[config.mk]
export PLATFORM = sky130hd
export DESIGN_NAME = npu_host_ctrl
export DESIGN_NICKNAME = d
export VERILOG_FILES = /design/src/rtl/npu_pkg.sv /design/src/rtl/npu_addr_decode.sv /design/src/rtl/npu_host_ctrl.sv
export SDC_FILE = /design/constraint.sdc
export NUM_CORES = 1
export LEC_CHECK = 0
export BUFFER_PORTS_ARGS = -buffer_cell sky130_fd_sc_hd__buf_4
export CAP_MARGIN = 30
export CORE_UTILIZATION = 54
export CTS_BUF_LIST = sky130_fd_sc_hd__clkbuf_4 sky130_fd_sc_hd__clkbuf_8 sky130_fd_sc_hd__clkbuf_16
export DETAILED_ROUTE_END_ITERATION = 10
export GPL_ROUTABILITY_DRIVEN = 0
export PLACE_DENSITY = 0.8
export SYNTH_ARGS = -nofsm -noshare
export SYNTH_HDL_FRONTEND = slang
export SYNTH_SLANG_ARGS = --single-unit
[constraint.sdc]
create_clock -name clk -period 2.8 [get_ports clk]
set_clock_uncertainty 0.15 [all_clocks]
set_input_delay 0.14 -clock clk [delete_from_list [all_inputs] [get_ports clk]]
set_output_delay 0.14 -clock clk [all_outputs]
set_load 0.03 [all_outputs]
[src/rtl/npu_pkg.sv]
// Shared definitions for the NPU host controller slice.
// Contents: bus region codes, control opcodes, run-state encoding and
// the "all operand buffers loaded" mask.
package npu_pkg;

  localparam logic [2:0] REG_IMG  = 3'b000;
  localparam logic [2:0] REG_WC1  = 3'b001;
  localparam logic [2:0] REG_WC2  = 3'b010;
  localparam logic [2:0] REG_WFC1 = 3'b011;
  localparam logic [2:0] REG_WFC2 = 3'b100;
  localparam logic [2:0] REG_OP   = 3'b101;

  localparam logic [11:0] OP_RST  = 12'd0;
  localparam logic [11:0] OP_TRIG = 12'd1;
  localparam logic [11:0] OP_REQ  = 12'd2;
  localparam logic [11:0] OP_STAT = 12'd3;

  typedef enum logic [1:0] {
    ST_IDLE = 2'd0,
    ST_RUN  = 2'd1,
    ST_DONE = 2'd2
  } state_e;

  localparam logic [4:0] LOADED_ALL = 5'b11111;

endpackage

[src/rtl/npu_addr_decode.sv]
// Combinational host address classifier.
// Ports:
//   addr     in  15  [14:12] region, [11:0] offset/opcode
//   is_data  out 1   region targets an operand buffer (000..100)
//   is_op    out 1   region is the control-op space (101)
//   in_range out 1   data offset lies inside its buffer
//   is_last  out 1   data offset is the final byte of its buffer
module npu_addr_decode
  import npu_pkg::*;
#(
  parameter int IMG_SIZE  = 240,
  parameter int WC1_SIZE  = 90,
  parameter int WC2_SIZE  = 90,
  parameter int WFC1_SIZE = 1320,
  parameter int WFC2_SIZE = 10
) (
  input  logic [14:0] addr,
  output logic        is_data,
  output logic        is_op,
  output logic        in_range,
  output logic        is_last
);

  logic [2:0]  region;
  logic [11:0] offset;
  logic [11:0] size;

  assign region = addr[14:12];
  assign offset = addr[11:0];

  always_comb begin
    size = 12'd0;
    case (region)
      REG_IMG:  size = 12'(IMG_SIZE);
      REG_WC1:  size = 12'(WC1_SIZE);
      REG_WC2:  size = 12'(WC2_SIZE);
      REG_WFC1: size = 12'(WFC1_SIZE);
      REG_WFC2: size = 12'(WFC2_SIZE);
      default:  size = 12'd0;
    endcase
  end

  assign is_data  = (region <= REG_WFC2);
  assign is_op    = (region == REG_OP);
  assign in_range = is_data && (offset < size);
  assign is_last  = is_data && (offset == size - 12'd1);

endmodule

[src/rtl/npu_host_ctrl.sv]
// Host-bus front end and run sequencer for the conv1->conv2->fc1->fc2 NPU.
// Decodes host writes into operand-buffer writes or control ops, tracks which
// buffers have been fully loaded, starts runs, latches the result and aborts
// runs that exceed the watchdog limit.
// Ports:
//   clk, rst                  clock, synchronous active-high reset
//   bus_valid/addr/wdata      host write request (write-only bus)
//   bus_ready                 request accepted when bus_valid & bus_ready
//   bus_rvalid/bus_rdata      one-cycle response to require/status ops
//   mem_we/sel/addr/wdata     operand buffer write port (registered)
//   npu_start, npu_soft_rst   one-cycle pipeline control pulses
//   npu_done, npu_result      pipeline completion and its result
//   busy, error               run in progress, sticky error flag
module npu_host_ctrl
  import npu_pkg::*;
#(
  parameter int IMG_SIZE    = 240,
  parameter int WC1_SIZE    = 90,
  parameter int WC2_SIZE    = 90,
  parameter int WFC1_SIZE   = 1320,
  parameter int WFC2_SIZE   = 10,
  parameter int RES_W       = 24,
  parameter int TIMEOUT_CYC = 65535
) (
  input  logic                    clk,
  input  logic                    rst,
  input  logic                    bus_valid,
  input  logic [14:0]             bus_addr,
  input  logic signed [7:0]       bus_wdata,
  output logic                    bus_ready,
  output logic                    bus_rvalid,
  output logic [RES_W-1:0]        bus_rdata,
  output logic                    mem_we,
  output logic [2:0]              mem_sel,
  output logic [11:0]             mem_addr,
  output logic signed [7:0]       mem_wdata,
  output logic                    npu_start,
  output logic                    npu_soft_rst,
  input  logic                    npu_done,
  input  logic signed [RES_W-1:0] npu_result,
  output logic                    busy,
  output logic                    error
);

  localparam int WD_W = $clog2(TIMEOUT_CYC + 1);
  localparam logic [WD_W-1:0] WD_LAST = WD_W'(TIMEOUT_CYC - 1);

  logic is_data, is_op, in_range, is_last, accept;

  npu_addr_decode #(
    .IMG_SIZE (IMG_SIZE),
    .WC1_SIZE (WC1_SIZE),
    .WC2_SIZE (WC2_SIZE),
    .WFC1_SIZE(WFC1_SIZE),
    .WFC2_SIZE(WFC2_SIZE)
  ) u_dec (
    .addr    (bus_addr),
    .is_data (is_data),
    .is_op   (is_op),
    .in_range(in_range),
    .is_last (is_last)
  );

  state_e                    state_q, state_d;
  logic [4:0]                loaded_q, loaded_d;
  logic [WD_W-1:0]           wd_q, wd_d;
  logic signed [RES_W-1:0]   result_q, result_d;
  logic                      error_q, error_d;
  logic                      rvalid_q, rvalid_d;
  logic [RES_W-1:0]          rdata_q, rdata_d;
  logic                      mem_we_q, mem_we_d;
  logic [2:0]                mem_sel_q, mem_sel_d;
  logic [11:0]               mem_addr_q, mem_addr_d;
  logic signed [7:0]         mem_wdata_q, mem_wdata_d;
  logic                      start_q, start_d;
  logic                      soft_rst_q, soft_rst_d;

  // Data writes stall while a run is active; control ops are always taken.
  assign bus_ready = !rst && ((state_q != ST_RUN) || is_op);
  assign accept    = bus_valid && bus_ready;

  always_comb begin
    state_d     = state_q;
    loaded_d    = loaded_q;
    wd_d        = wd_q;
    result_d    = result_q;
    error_d     = error_q;
    rvalid_d    = 1'b0;
    rdata_d     = rdata_q;
    mem_we_d    = 1'b0;
    mem_sel_d   = mem_sel_q;
    mem_addr_d  = mem_addr_q;
    mem_wdata_d = mem_wdata_q;
    start_d     = 1'b0;
    soft_rst_d  = 1'b0;

    // Run supervision: completion takes priority over the watchdog.
    if (state_q == ST_RUN) begin
      if (npu_done) begin
        state_d  = ST_DONE;
        result_d = npu_result;
      end else if (wd_q == WD_LAST) begin
        state_d    = ST_IDLE;
        error_d    = 1'b1;
        soft_rst_d = 1'b1;
        wd_d       = '0;
      end else begin
        wd_d = wd_q + WD_W'(1);
      end
    end

    // Host request handling comes last so a rst op overrides the run
    // supervision outcome above (including discarding a same-cycle result).
    if (accept) begin
      if (is_data) begin
        if (in_range) begin
          mem_we_d    = 1'b1;
          mem_sel_d   = bus_addr[14:12];
          mem_addr_d  = bus_addr[11:0];
          mem_wdata_d = bus_wdata;
          if (is_last) loaded_d = loaded_q | (5'b00001 << bus_addr[14:12]);
        end else begin
          error_d = 1'b1;
        end
      end else if (is_op) begin
        case (bus_addr[11:0])
          OP_RST: begin
            soft_rst_d = 1'b1;
            state_d    = ST_IDLE;
            loaded_d   = '0;
            error_d    = 1'b0;
            wd_d       = '0;
            result_d   = result_q;
          end
          OP_TRIG: begin
            if (state_q != ST_RUN) begin
              if (loaded_q == LOADED_ALL) begin
                start_d = 1'b1;
                state_d = ST_RUN;
                wd_d    = '0;
              end else begin
                error_d = 1'b1;
              end
            end
          end
          OP_REQ: begin
            rvalid_d = 1'b1;
            rdata_d  = result_q;
          end
          OP_STAT: begin
            rvalid_d = 1'b1;
            rdata_d  = RES_W'({error_q, loaded_q, state_q});
          end
          default: error_d = 1'b1;
        endcase
      end else begin
        error_d = 1'b1;
      end
    end
  end

  always_ff @(posedge clk) begin
    if (rst) begin
      state_q     <= ST_IDLE;
      loaded_q    <= '0;
      wd_q        <= '0;
      result_q    <= '0;
      error_q     <= 1'b0;
      rvalid_q    <= 1'b0;
      rdata_q     <= '0;
      mem_we_q    <= 1'b0;
      mem_sel_q   <= '0;
      mem_addr_q  <= '0;
      mem_wdata_q <= '0;
      start_q     <= 1'b0;
      soft_rst_q  <= 1'b0;
    end else begin
      state_q     <= state_d;
      loaded_q    <= loaded_d;
      wd_q        <= wd_d;
      result_q    <= result_d;
      error_q     <= error_d;
      rvalid_q    <= rvalid_d;
      rdata_q     <= rdata_d;
      mem_we_q    <= mem_we_d;
      mem_sel_q   <= mem_sel_d;
      mem_addr_q  <= mem_addr_d;
      mem_wdata_q <= mem_wdata_d;
      start_q     <= start_d;
      soft_rst_q  <= soft_rst_d;
    end
  end

  assign bus_rvalid   = rvalid_q;
  assign bus_rdata    = rdata_q;
  assign mem_we       = mem_we_q;
  assign mem_sel      = mem_sel_q;
  assign mem_addr     = mem_addr_q;
  assign mem_wdata    = mem_wdata_q;
  assign npu_start    = start_q;
  assign npu_soft_rst = soft_rst_q;
  assign busy         = (state_q == ST_RUN);
  assign error        = error_q;

endmodule
Word-level counts from Yosys, hierarchy flattened
Cells that the tools add are included.

Bits in registers: 99. Bits in latches: 0. Bits in writable memories: 0. Memory bits (read-only): 0. Input port bits: 51. Output and inout bits: 54. Logic and storage cells: 110. Memories kept: 0.

$add $sub $neg: 2. Multipliers: 0. Div/mod/pow operators: 0. Order comparisons: 2. Equal/unequal tests: 16. Shifts and indexed selects: 1. Mux-type cells: 51. Bitwise logic cells: 6. Reduce and logical (&&, ||, !) cells: 19.

Operators with widths (number): $mux W24 (6); $mux W16 (8); $pmux W24 S2 (1); $pmux W11 S4 (1); $pmux W16 S2 (1); $mux W5 (5); $eq A12 B2 Y1 const B (2); $mux W1 (19); $add A16 B1 Y16 const B (1); $eq A16 B16 Y1 const B (1); $mux W2 (8); $eq A12 B1 Y1 const B (1); $eq A12 B12 Y1 (1); $logic_not A12 Y1 (1); $lt A12 B11 Y1 (1); $sub A11 B1 Y12 const B (1); $eq A3 B2 Y1 const B (2); $eq A3 B3 Y1 const B (2); $reduce_bool A2 Y1 (3); $reduce_or A6 Y1 (1); $eq A5 B5 Y1 const B (1); $not A1 Y1 (5); $or A5 B5 Y5 (1); $reduce_and A5 Y1 (1); other kinds (18) (23).

Logic depth before layout (Yosys ltp)
Gate-level depths: netlist of run 1.

Depth after elaboration: 10. Depth in mapped cells: 13. Depth with buffers taken out: 10.

Hierarchy
A second synthesis of run 1 with hierarchy kept.

Cell total of the unflattened synthesis: 517. Area total of the unflattened synthesis: 4519.3 sq um.

Modules (own cells, without submodules): npu_host_ctrl (times used 1, cells an instance 451, area each 4078.9 sq um, sequential area each 1981.9 sq um); npu_addr_decode (times used 1, cells an instance 66, area each 440.4 sq um, sequential area each 0.0 sq um).

Worst setup path after synthesis of run 1
No wires, ideal clock.

Kind: input port to flip-flop. From: input port bus_addr[12]. To: register mem_addr_q[10] (netlist: mem_addr[10]). Setup time: 0.128 ns. Data arrival time: 2.229 ns. Data required time: 2.522 ns. Setup slack: 0.294 ns. Stages: 12. Path buffers: 3. Cell sequence: buf_6 -> clkbuf_1 -> nor2b_1 -> a21oi_1 -> ha_1 -> a21o_1 -> nand3_1 -> a21oi_1 -> nor3_4 -> buf_6 -> mux2i_1 -> nor2_1.

Word-level cells in the longest chain between the ends: 6. Elaborated cells on any way between the ends: 15. Those cells by class: 2 x order compare; 5 x eq/ne; 1 x mux; 7 x reduce/logical.

RTL lines: from (decl) (RTL line npu_host_ctrl.sv:28) `input logic [14:0] bus_addr,`; $eq A3 B1 Y1 / $eq A3 B2 Y1 (equally long branches) (RTL line npu_addr_decode.sv:33) `case (region)`; $reduce_or A2 Y1 (no source line); $pmux W11 S4 (RTL line npu_addr_decode.sv:33); $lt A12 B11 Y1 (RTL line npu_addr_decode.sv:45) `assign in_range = is_data && (offset < size);`; $logic_and A1 B1 Y1 (RTL line npu_addr_decode.sv:45); $reduce_and A3 Y1 (no source line) (*); to (signal assigned) (RTL line npu_host_ctrl.sv:187) `mem_addr_q <= mem_addr_d;`; to (decl) (RTL line npu_host_ctrl.sv:73) `logic [11:0] mem_addr_q, mem_addr_d;`.

Mark *: on every way between the ends. The rest lies on a longest branch, timed or not. A chain may end at the register's enable or synchronous reset.

Worst setup path after layout of run 1
From: input port bus_addr[14]. To: register loaded_q[2].

Word-level cells in the longest chain between the ends: 8. Elaborated cells on any way between the ends: 27. Those cells by class: 1 x add/sub; 2 x order compare; 8 x eq/ne; 1 x shift; 4 x mux; 1 x bitwise; 10 x reduce/logical.

RTL lines: $eq A3 B1 Y1 / $eq A3 B2 Y1 (equally long branches) (RTL line npu_addr_decode.sv:33); $reduce_or A2 Y1 (no source line); $pmux W11 S4 (RTL line npu_addr_decode.sv:33); $sub A11 B1 Y12 (RTL line npu_addr_decode.sv:46) `assign is_last = is_data && (offset == size - 12'd1);`; $eq A12 B12 Y1 (RTL line npu_addr_decode.sv:46); $logic_and A1 B1 Y1 (RTL line npu_addr_decode.sv:46); $ne A2 B2 Y1 (no source line); $reduce_and A5 Y1 (no source line); to (signal assigned) (RTL line npu_host_ctrl.sv:179) `loaded_q <= loaded_d;`; to (decl) (RTL line npu_host_ctrl.sv:65) `logic [4:0] loaded_q, loaded_d;`.

Parallel ways exist; a longest one is shown, timed or not. The select of a mux whose other input is x is not followed.

==> metrics.txt, run 1 <==
Reg-to-Reg End wd_q[3]; syn_area_per_cell around 8.5 um2; Routed Antenna Nets 0; final setup TNS 0 ps; setup ws final 157 ps; vias per inst 5.57; die width between 90 and 100 um; top cells by area, synth dfxtp_1 43%, a21oi_1 7.2%, mux2i_1 6.7%; Cell Area, Synth ~4600 um2; status finished clean; share of cells above drive strength 1 0.215; number of H-tree levels 3; initial antenna violation count 0; sequential fraction of the synthesis area 0.431; CP max FO 20; DR DRC count 0; max_cap viols 0; WL per Instance approximately 15 um; fin area approximately 6100 um2; r2r setup slk roughly 550 ps; P&R area growth vs syn 31.8%; clock slew at reported path FFs 100 ps; grt met3 use 0.0615; min-delay worst type in2reg; P_int 2.02 mW; Seq pwr share 0.524; drt first-iter violations approximately 150; global routing's busiest layer met2; CTS Root Buffer Type clkbuf_8; Required @ worst endpoint approximately 3000 ps; ant diodes 0; Rows 33; met2 usage 0.472; total gr overflow 0; Final #Nets between 700 and 800; Tmin final roughly 2600 ps; clock latency on the worst-skew pair around 370 ps; path depth of the worst reg2reg path 7; largest net degree at the start of global routing between 40 and 50; placed instance area between 5000 and 6000 um2; Post CTS Setup Buffer Count 0; Gate power share 0.106; Synth cell types 59; hold depth 2; DP Worst Slack approximately 130 ps; DR pass1 iterations 4; RSZ-0062 raised after global routing yes; Net Sw Power 0.681 mW; FF+latch count, synth just under 100; max_slew headroom 0.558; CP Capture Type flop; commonest non-fill, non-tap cell in the layout buf_4; async set-reset flop share out of synthesis 0; FF-to-FF Start wd_q[5]; EDFF count, synth 0; Clk pwr share 0.370; total number of vias roughly 4,400; Sink Count 99; Hold Fails Final Rpt 0; most frequent cells in the layout 109 x buf_4, 99 x dfxtp_1, 79 x nand2_1; die height 94.3 um; Max Buffers Root-to-Sink 2; GRT Total Usage 0.274; Synth Warn # 0; met1 usage 0.331; CP arrival between 2000 and 3000 ps; final setup fails 0; post-synth top area cell dfxtp_1; maximum VDD drop 0.308 mV; DRT Wirelength about 12 mm; Hold Crit Start rst; crit path kind in2reg; switching share of power 0.252; first-pass GRT wire length about 19 mm; syn_nets between 600 and 700; Slew @ Worst Pin ~660 ps; smallest hold slack roughly 11 ps; Critical Path Start Type primary input; Cells after Synth 540; Top FF cell, synth dfxtp_1; Yosys top cell area share 0.431; period utilization 0.944; P per Cell Area around 450 nW/um2; Inst Count DP just over 700; fin cells between 700 and 800; number of global-route vias before repair ~4,000; Hold Path Sink bus_rdata[8]; core outline area 8220 um2; initial core utilization 0.560; CTS Buf Count 9; FMAX 0.378 GHz; Ports roughly 110; Max Slew Vio Count 0; CTS tree done; die area around 8900 um2; PortBufs ~100; Post-DP HPWL between 7 and 8 mm; P_leak approximately 2.4 nW
critical path: stages:
cell and delay (ps):
dlygate4sd3_1 550, buf_6 170, o21a_1 150, or2_2 310, ha_2 220, or4b_1 470, a21oi_1 140, a211oi_1 60
a211oi_1 180, nand4_1 200, o21ai_0 200
synthesized netlist by cell type, drive strengths merged (6+ instances only):
cell type / count
a211oi: 13
a21oi: 66
buf: 14
clkbuf: 19
dfxtp: 99
ha: 11
inv: 9
mux2i: 31
nand2: 79
nand3: 17
nand3b: 20
nand4: 7
nor2: 58
nor3: 10
o21ai: 23
or3: 6
routing by layer:
metal / vias up / wire, um
met5: - / 0
met3: 21 / 592
met1: 2059 / 4920
li1: 2167 / -
met4: 0 / 197
met2: 116 / 5990
per-stage QoR:
step           total power [mW]   util
4_1_cts                    2.71  0.736
2_1_floorplan              1.58      -
6_report                   2.70  0.738
3_3_place_gp               1.67  0.655
3_5_place_dp               1.68  0.655
5_1_grt                    2.80  0.738
sequential cells by signal, indices dropped and copies added, names as in the netlist, named ones only:
register	count
bus_rdata	24
result_q	24
npu_soft_rst	1
state_q	2
npu_start	1
mem_wdata	8
mem_sel	3
mem_addr	12
wd_q	16
bus_rvalid	1
mem_we	1
loaded_q	4
error	1
repair_timing:
item | CTS | global route
endpoints found under the setup margin | 0 | 28
hold buffers | 45 | 0
gates resized for setup | 0 | 6
hold endpoints to repair | 46 | 0
worst max-delay path by stage:
stage	start	end	slack [ps]
2_1_floorplan	bus_addr[12]	mem_addr[10]	290
5_1_grt	bus_addr[14]	loaded_q[0]	-20
3_5_place_dp	bus_addr[12]	loaded_q[1]	130
3_3_place_gp	bus_addr[12]	loaded_q[2]	190
6_report	bus_addr[14]	loaded_q[2]	160
4_1_cts	bus_addr[14]	mem_wdata[2]	4
layout make-up:
cell class | instances | area [um2]
Clock buffer | 11 | 145
Clock inverter | 5 | 67.6
Sequential cell | 99 | 1980
Fill cell | 599 | 2160
Tap cell | 105 | 131
Inverter | 9 | 33.8
Timing Repair Buffer | 156 | 1290
Multi-Input combinational cell | 399 | 2410
kinds of logic after synthesis:
| logic type | after synthesis | synth area share |
|---|---|---|
| multiplexers | 31 | 0.0675 |
| adder cells (fa/ha/maj) | 11 | 0.0299 |
| XOR/XNOR | 6 | 0.0114 |
| buffers and inverters | 42 | 0.0465 |
| AO/OA/AOI/OAI | 122 | 0.156 |
| flip-flops | 99 | 0.431 |
| AND/OR/NAND/NOR | 229 | 0.258 |
power by group through the flow:
stage | clock network, mW | registers (mW) | logic (mW)
floorplan | 0 | 1.46 | 0.116
global placement | 0 | 1.45 | 0.223
detailed placement | 0 | 1.45 | 0.227
CTS | 1.01 | 1.42 | 0.279
global route | 1.07 | 1.42 | 0.309
finish | 0.999 | 1.42 | 0.286
Note: power is estimated with default switching activity, not from simulation.
==> run 2, diff against run 1 <==
--- a/config.mk
+++ b/config.mk
@@ -5,6 +5,7 @@
 export SDC_FILE = /design/constraint.sdc
 export NUM_CORES = 1
 export LEC_CHECK = 0
+export ABC_AREA = 1
 export BUFFER_PORTS_ARGS = -buffer_cell sky130_fd_sc_hd__buf_4
 export CAP_MARGIN = 30
 export CORE_UTILIZATION = 54
==> run 2 against run 1 <==
- largest cell class unchanged
- highest routed layer unchanged
- wire length rose by 13%
- cell area rose by 2.7%
- critical path depth rose by 6
- critical path type unchanged
- critical endpoint is now mem_wdata[1]
- core utilization rose by 0.88 points
- area after synthesis rose by 2.5%
- global-route usage rose by 2.7 points
==> metrics.txt, run 2 <==
total number of vias around 5,000; Cells after Synth about 660; Max Buffers Root-to-Sink 2; CTS Root Buffer Type clkbuf_8; final setup TNS 0 ps; Inst Count DP ~840; highest cell delay on the worst timing path 560 ps; die area roughly 9100 um2; cell family with most CP delay simple AND/OR/NAND/NOR gates; ant diodes 0; DRT Wirelength between 10 and 15 mm; fin area around 6200 um2; most frequent cells in the layout 119 x nor2_1, 108 x buf_4, 99 x dfxtp_1; Tmin final 2620 ps; CTS tree done; initial antenna violation count 0; P_leak between 2 and 3 nW; fin cells ~900; DR pass1 iterations 7; FF+latch count, synth 99; RSZ-0062 raised after global routing no; Net Sw Power a little over 0.7 mW; Clk pwr share 0.347; CP arrival 2760 ps; FMAX 0.382 GHz; CP Capture Type flop; CTS Buf Count 9; async set-reset flop share out of synthesis 0; switching share of power 0.270; share of cells above drive strength 1 0.205; Core Util, Final 0.746; Post-DP HPWL between 8 and 9 mm; commonest cells in the netlist 119 x nor2_1, 99 x dfxtp_1, 80 x nand2_1; final setup fails 0; smallest hold slack a little under 300 ps; Cell Area, Synth approximately 4700 um2; syn_area_per_cell roughly 7.2 um2; post-synth top area cell dfxtp_1; sequential fraction of the synthesis area 0.420; largest net degree at the start of global routing 38; Max Slew Vio Count 0; max_cap viols 0; top cells by area, synth dfxtp_1 42%, nor2_1 9.5%, o21ai_0 7.4%; P&R area growth vs syn 32.1%; Gate power share 0.118; Seq pwr share 0.535; P per Cell Area roughly 430 nW/um2; Slowest-stage cell, CP dlygate4sd3_1; maximum VDD drop about 0.34 mV; clock latency on the worst-skew pair about 370 ps; Synth Warn # 0; GRT Total Usage 0.300; EDFF count, synth 0; Yosys top cell area share 0.420; drt first-iter violations 324; Critical Path Start Type primary input; CP max FO 37; Required @ worst endpoint ~3000 ps; Rows 33; crit path kind in2reg; total gr overflow 0; number of H-tree levels 3; period utilization 0.934; number of global-route vias before repair 4,570; PortBufs 104; commonest non-fill, non-tap cell in the layout nor2_1; die height about 95 um; placed instance area 5510 um2; syn_nets ~720; P_int a little under 2 mW; DR DRC count 0; crit-path cells dlygate4sd3_1 -> buf_4 -> inv_1 -> nand3_2 -> nand2_1 -> inv_1 -> ha_1 -> nand2_1 -> nand2_1 -> nand3_1 -> nand2_1 -> nand2_1 -> nand4_1 -> nor2_4 -> buf_12 -> o21ai_0 -> nor2_1; Slew @ Worst Pin approximately 800 ps; first-pass GRT wire length 21.3 mm; vias per inst between 5 and 6; Ports around 110; status finished clean; Final #Nets 860; min-delay worst type in2reg; WL per Instance ~15 um; max_slew headroom 0.466; most frequent cell after synthesis nor2_1; Post CTS Setup Buffer Count 0; Synth cell types 36; CP bufs+invs 5; most frequent CP cell nand2_1; Routed Antenna Nets 0; Hold Fails Final Rpt 0; clock slew at reported path FFs 100 ps; initial core utilization 0.565; die width 95.4 um; Sink Count 99; Top FF cell, synth dfxtp_1; core outline area 8340 um2
-- run 2: cell count changes in the layout (fill, tap and decap cells not counted), moves of 6 or more --
cell / delta
nor2_1: +61
o21ai_0: +50
inv_1: +44
mux2i_1: -31
nor3_1: +30
nand3_1: +22
nand3b_1: -19
a21oi_1: -15
nor2_2: +12
nand4_1: +10
or3_1: -6
-- run 2: final timing paths --
check | startpoint | to | slack, ps | cells past startpoint
max | bus_addr[12] | mem_wdata[1] | 180 | 17
min | bus_addr[11] | error | 290 | 8
max reg2reg | state_q[0] | result_q[22] | 540 | 14
min reg2reg | loaded_q[0] | loaded_q[0] | 350 | 2
-- run 2: layer usage --
layer	up-vias	part of all wire	GRT usage
li1	2465	-	-
met1	2295	0.43	0.388
met2	219	0.48	0.506
met3	25	0.069	0.0630
met4	0	0.018	0.0846
met5	-	0	0
-- run 2: layout make-up --
type / instances / area, um2
Multi-Input combinational cell: 470 / 2360
Fill cell: 643 / 2110
Sequential cell: 99 / 1980
Timing Repair Buffer: 158 / 1320
Inverter: 60 / 231
Clock buffer: 10 / 138
Tap cell: 105 / 131
Clock inverter: 6 / 66.3
-- run 2: cell families after synthesis --
kind of cell	after synthesis	share of synthesized area
flip-flops	99	0.420
XOR/XNOR	3	0.00558
AO/OA/AOI/OAI	134	0.149
adder cells (fa/ha/maj)	11	0.0292
AND/OR/NAND/NOR	322	0.315
buffers and inverters	86	0.0807
-- run 2: power by group through the flow --
| stage | Combinational (mW) | Sequential (mW) | Clock, mW |
|---|---|---|---|
| 6_report | 0.312 | 1.42 | 0.921 |
| 5_1_grt | 0.339 | 1.42 | 0.993 |
| 4_1_cts | 0.302 | 1.42 | 0.929 |
| 3_5_place_dp | 0.247 | 1.45 | 0 |
| 3_3_place_gp | 0.242 | 1.45 | 0 |
| 2_1_floorplan | 0.117 | 1.47 | 0 |
-- run 2: worst register-to-register path: cells and delay by family (launching register included) --
family,cells,cell delay (ps)
and+or+nand+nor,9,1050
buffers and inverters,5,630
DFF,1,380
-- run 2: through the flow --
step           total power, mW  setup WS [ps]
2_1_floorplan             1.59            786
3_3_place_gp              1.70            448
3_5_place_dp              1.70            243
4_1_cts                   2.65           69.7
5_1_grt                   2.75           30.6
6_report                  2.65            184
-- run 2: what timing repair did --
item | 4_1_cts | 5_1_grt
endpoints found under the setup margin | 0 | 22
resized for setup | 0 | 4
hold buffers | 49 | 0
hold endpoints to repair | 55 | 0
==> run 3, diff against run 2 <==
--- a/config.mk
+++ b/config.mk
@@ -6,13 +6,14 @@
 export NUM_CORES = 1
 export LEC_CHECK = 0
 export ABC_AREA = 1
+export ABC_CLOCK_PERIOD_IN_PS = 2800
 export BUFFER_PORTS_ARGS = -buffer_cell sky130_fd_sc_hd__buf_4
 export CAP_MARGIN = 30
 export CORE_UTILIZATION = 54
 export CTS_BUF_LIST = sky130_fd_sc_hd__clkbuf_4 sky130_fd_sc_hd__clkbuf_8 sky130_fd_sc_hd__clkbuf_16
 export DETAILED_ROUTE_END_ITERATION = 10
 export GPL_ROUTABILITY_DRIVEN = 0
-export PLACE_DENSITY = 0.8
+export PLACE_DENSITY = 0.89
 export SYNTH_ARGS = -nofsm -noshare
 export SYNTH_HDL_FRONTEND = slang
 export SYNTH_SLANG_ARGS = --single-unit
==> constraint.sdc (replaced) <==
create_clock -name clk -period 2.8 [get_ports clk]
set_clock_uncertainty 0.15 [all_clocks]
set_input_delay 0.14 -clock clk [delete_from_list [all_inputs] [get_ports clk]]
set_output_delay 0.14 -clock clk [all_outputs]
set_load 0.05 [all_outputs]
==> run 3 against run 2 <==
- clock power fell by 2%
- sequential cell count did not move
- wire length rose by 11%
- die area did not move
- critical path depth did not move
- global-route usage rose by 2.9 points
- non-clock buffer count rose by 2
- sequential power barely moved
- hold slack barely moved
- core utilization rose by 0.21 points
- final cell count rose by 0.22%
- register-to-register slack got worse by 90 ps
- critical endpoint is now mem_sel[2]
==> metrics.txt, run 3 (synthesis results as in run 2) <==
die area 9110 um2; met1 WL around 5.6 mm; total gr overflow 0; crit path kind in2reg; Routed Antenna Nets 0; CTS tree done; fin cells 910; CP arrival 2780 ps; ant diodes 0; clock latency on the worst-skew pair ~380 ps; max_cap viols 0; total number of vias about 5,200; GRT Total Usage 0.329; Inst Count DP 844; highest cell delay on the worst timing path roughly 550 ps; commonest non-fill, non-tap cell in the layout nor2_1; CP bufs+invs 5; most frequent CP cell nand2_1; met3 wire length 1.14 mm; placed instance area ~5500 um2; crit-path cells dlygate4sd3_1 -> buf_4 -> inv_1 -> nand3_2 -> nand2_1 -> inv_1 -> ha_1 -> nand2_1 -> nand2_1 -> nand3_1 -> nand2_1 -> nand2_1 -> nand4_1 -> nor2_4 -> buf_12 -> o21ai_0 -> a21oi_1; path depth of the worst reg2reg path 14; Reg-to-Reg End result_q[19]; CTS Buf Count 9; Max Buffers Root-to-Sink 2; first-pass GRT wire length between 20 and 25 mm; most frequent cells in the layout 119 x nor2_1, 109 x buf_4, 99 x dfxtp_1; die height 95.4 um; final setup TNS 0 ps; Core Util, Final 0.749; fin area 6240 um2; period utilization 0.941; final setup fails 0; CTS Root Buffer Type clkbuf_8; FF-to-FF Start state_q[0]; number of H-tree levels 3; cell family with most CP delay buffers and inverters; Hold Path Sink wd_q[13]; r2r setup slk about 450 ps; Tmin final between 2000 and 3000 ps; min-delay worst type in2reg; Sink Count a little under 100; top layer in use met4; CP max FO 24; Slew @ Worst Pin 482 ps; DRT Wirelength ~15 mm; initial antenna violation count 0; CP Capture Type flop; P per Cell Area 426 nW/um2; P_leak around 2.7 nW; Slowest-stage cell, CP dlygate4sd3_1; Rows 33; vias per inst roughly 5.7; maximum VDD drop 0.318 mV; Post-DP HPWL 9.13 mm; FMAX between 0.3 and 0.4 GHz; share of cells above drive strength 1 0.207; CP startpoint bus_addr[12]; setup ws final approximately 170 ps; largest net degree at the start of global routing between 40 and 50; DR pass1 iterations 6; Max Slew Vio Count 0; die width between 90 and 100 um; P&R area growth vs syn 32.5%; hold depth 8; Critical Path Start Type primary input; drt first-iter violations between 500 and 600; max_slew headroom 0.676; Hold Fails Final Rpt 0; Hold Crit Start bus_addr[11]; initial core utilization 0.565; number of global-route vias before repair about 5,000; met2 routed wirelength ~7.4 mm; clock slew at reported path FFs 100 ps; DP Worst Slack around 310 ps; DR DRC count 0; Final #Nets between 800 and 900; WL per Instance about 16 um; Ports about 110; status finished clean; core outline area 8340 um2; RSZ-0062 raised after global routing no; PortBufs about 100; Required @ worst endpoint 2950 ps
## run 3: cell types whose count changed in the layout (fill, tap and decap cells not counted)
cell / delta
buf_4: +1
clkinvlp_4: -1
clkbuf_8: -1
buf_12: +1
clkbuf_4: +1
inv_8: -2
clkinv_4: +3
## run 3: per-stage QoR
stage                     hold slack [ps]  power (mW)
after floorplan                       132        1.60
after global placement                219        1.71
after detailed placement              234        1.72
after CTS                             180        2.64
after global routing                  319        2.74
final                                 292        2.66
## run 3: repair_timing
action	4_1_cts	5_1_grt
gates resized for setup	0	1
endpoints found under the hold margin	54	0
setup buffers	0	1
endpoints found under the setup margin	0	17
hold buffers	49	0
## run 3: layout make-up
| cell class | instances | area [um2] |
|---|---|---|
| clock inverter | 6 | 62.6 |
| sequential | 99 | 1980 |
| tap | 105 | 131 |
| fill | 577 | 2100 |
| timing repair buffer | 160 | 1350 |
| inverter | 60 | 231 |
| clock buffer | 10 | 131 |
| multi-input combinational | 470 | 2360 |
## run 3: how the worst max path moves through the flow
| stage | end | depth (start not counted) |
|---|---|---|
| 2_1_floorplan | result_q[10] | 14 |
| 3_3_place_gp | mem_sel[0] | 16 |
| 3_5_place_dp | mem_addr[5] | 16 |
| 4_1_cts | mem_sel[2] | 17 |
| 5_1_grt | mem_sel[2] | 17 |
| 6_report | mem_sel[2] | 17 |
## run 3: power breakdown
part / total [mW] / internal (mW) / switching, mW
Combinational: 0.339 / 0.150 / 0.188
Sequential: 1.42 / 1.42 / 0.00636
Clock: 0.902 / 0.353 / 0.548
Total: 2.66 / 1.92 / 0.743
## run 3: per-layer routing
layer / GRT usage / vias to the layer above
met5: 0 / -
met1: 0.381 / 2397
met2: 0.580 / 293
met4: 0.154 / 0
met3: 0.0670 / 63
li1: - / 2466
## run 3: worst reg2reg max path: stages (launching register included)
cell	delay, ps
dfxtp_1	390
inv_2	90
nor2_8	170
nand2_1	90
inv_2	70
nor2_4	40
nand2_4	190
inv_4	60
nand2_4	90
nor2_4	50
inv_2	80
nand3_4	240
inv_4	350
nor2_1	90
nor2_1	130
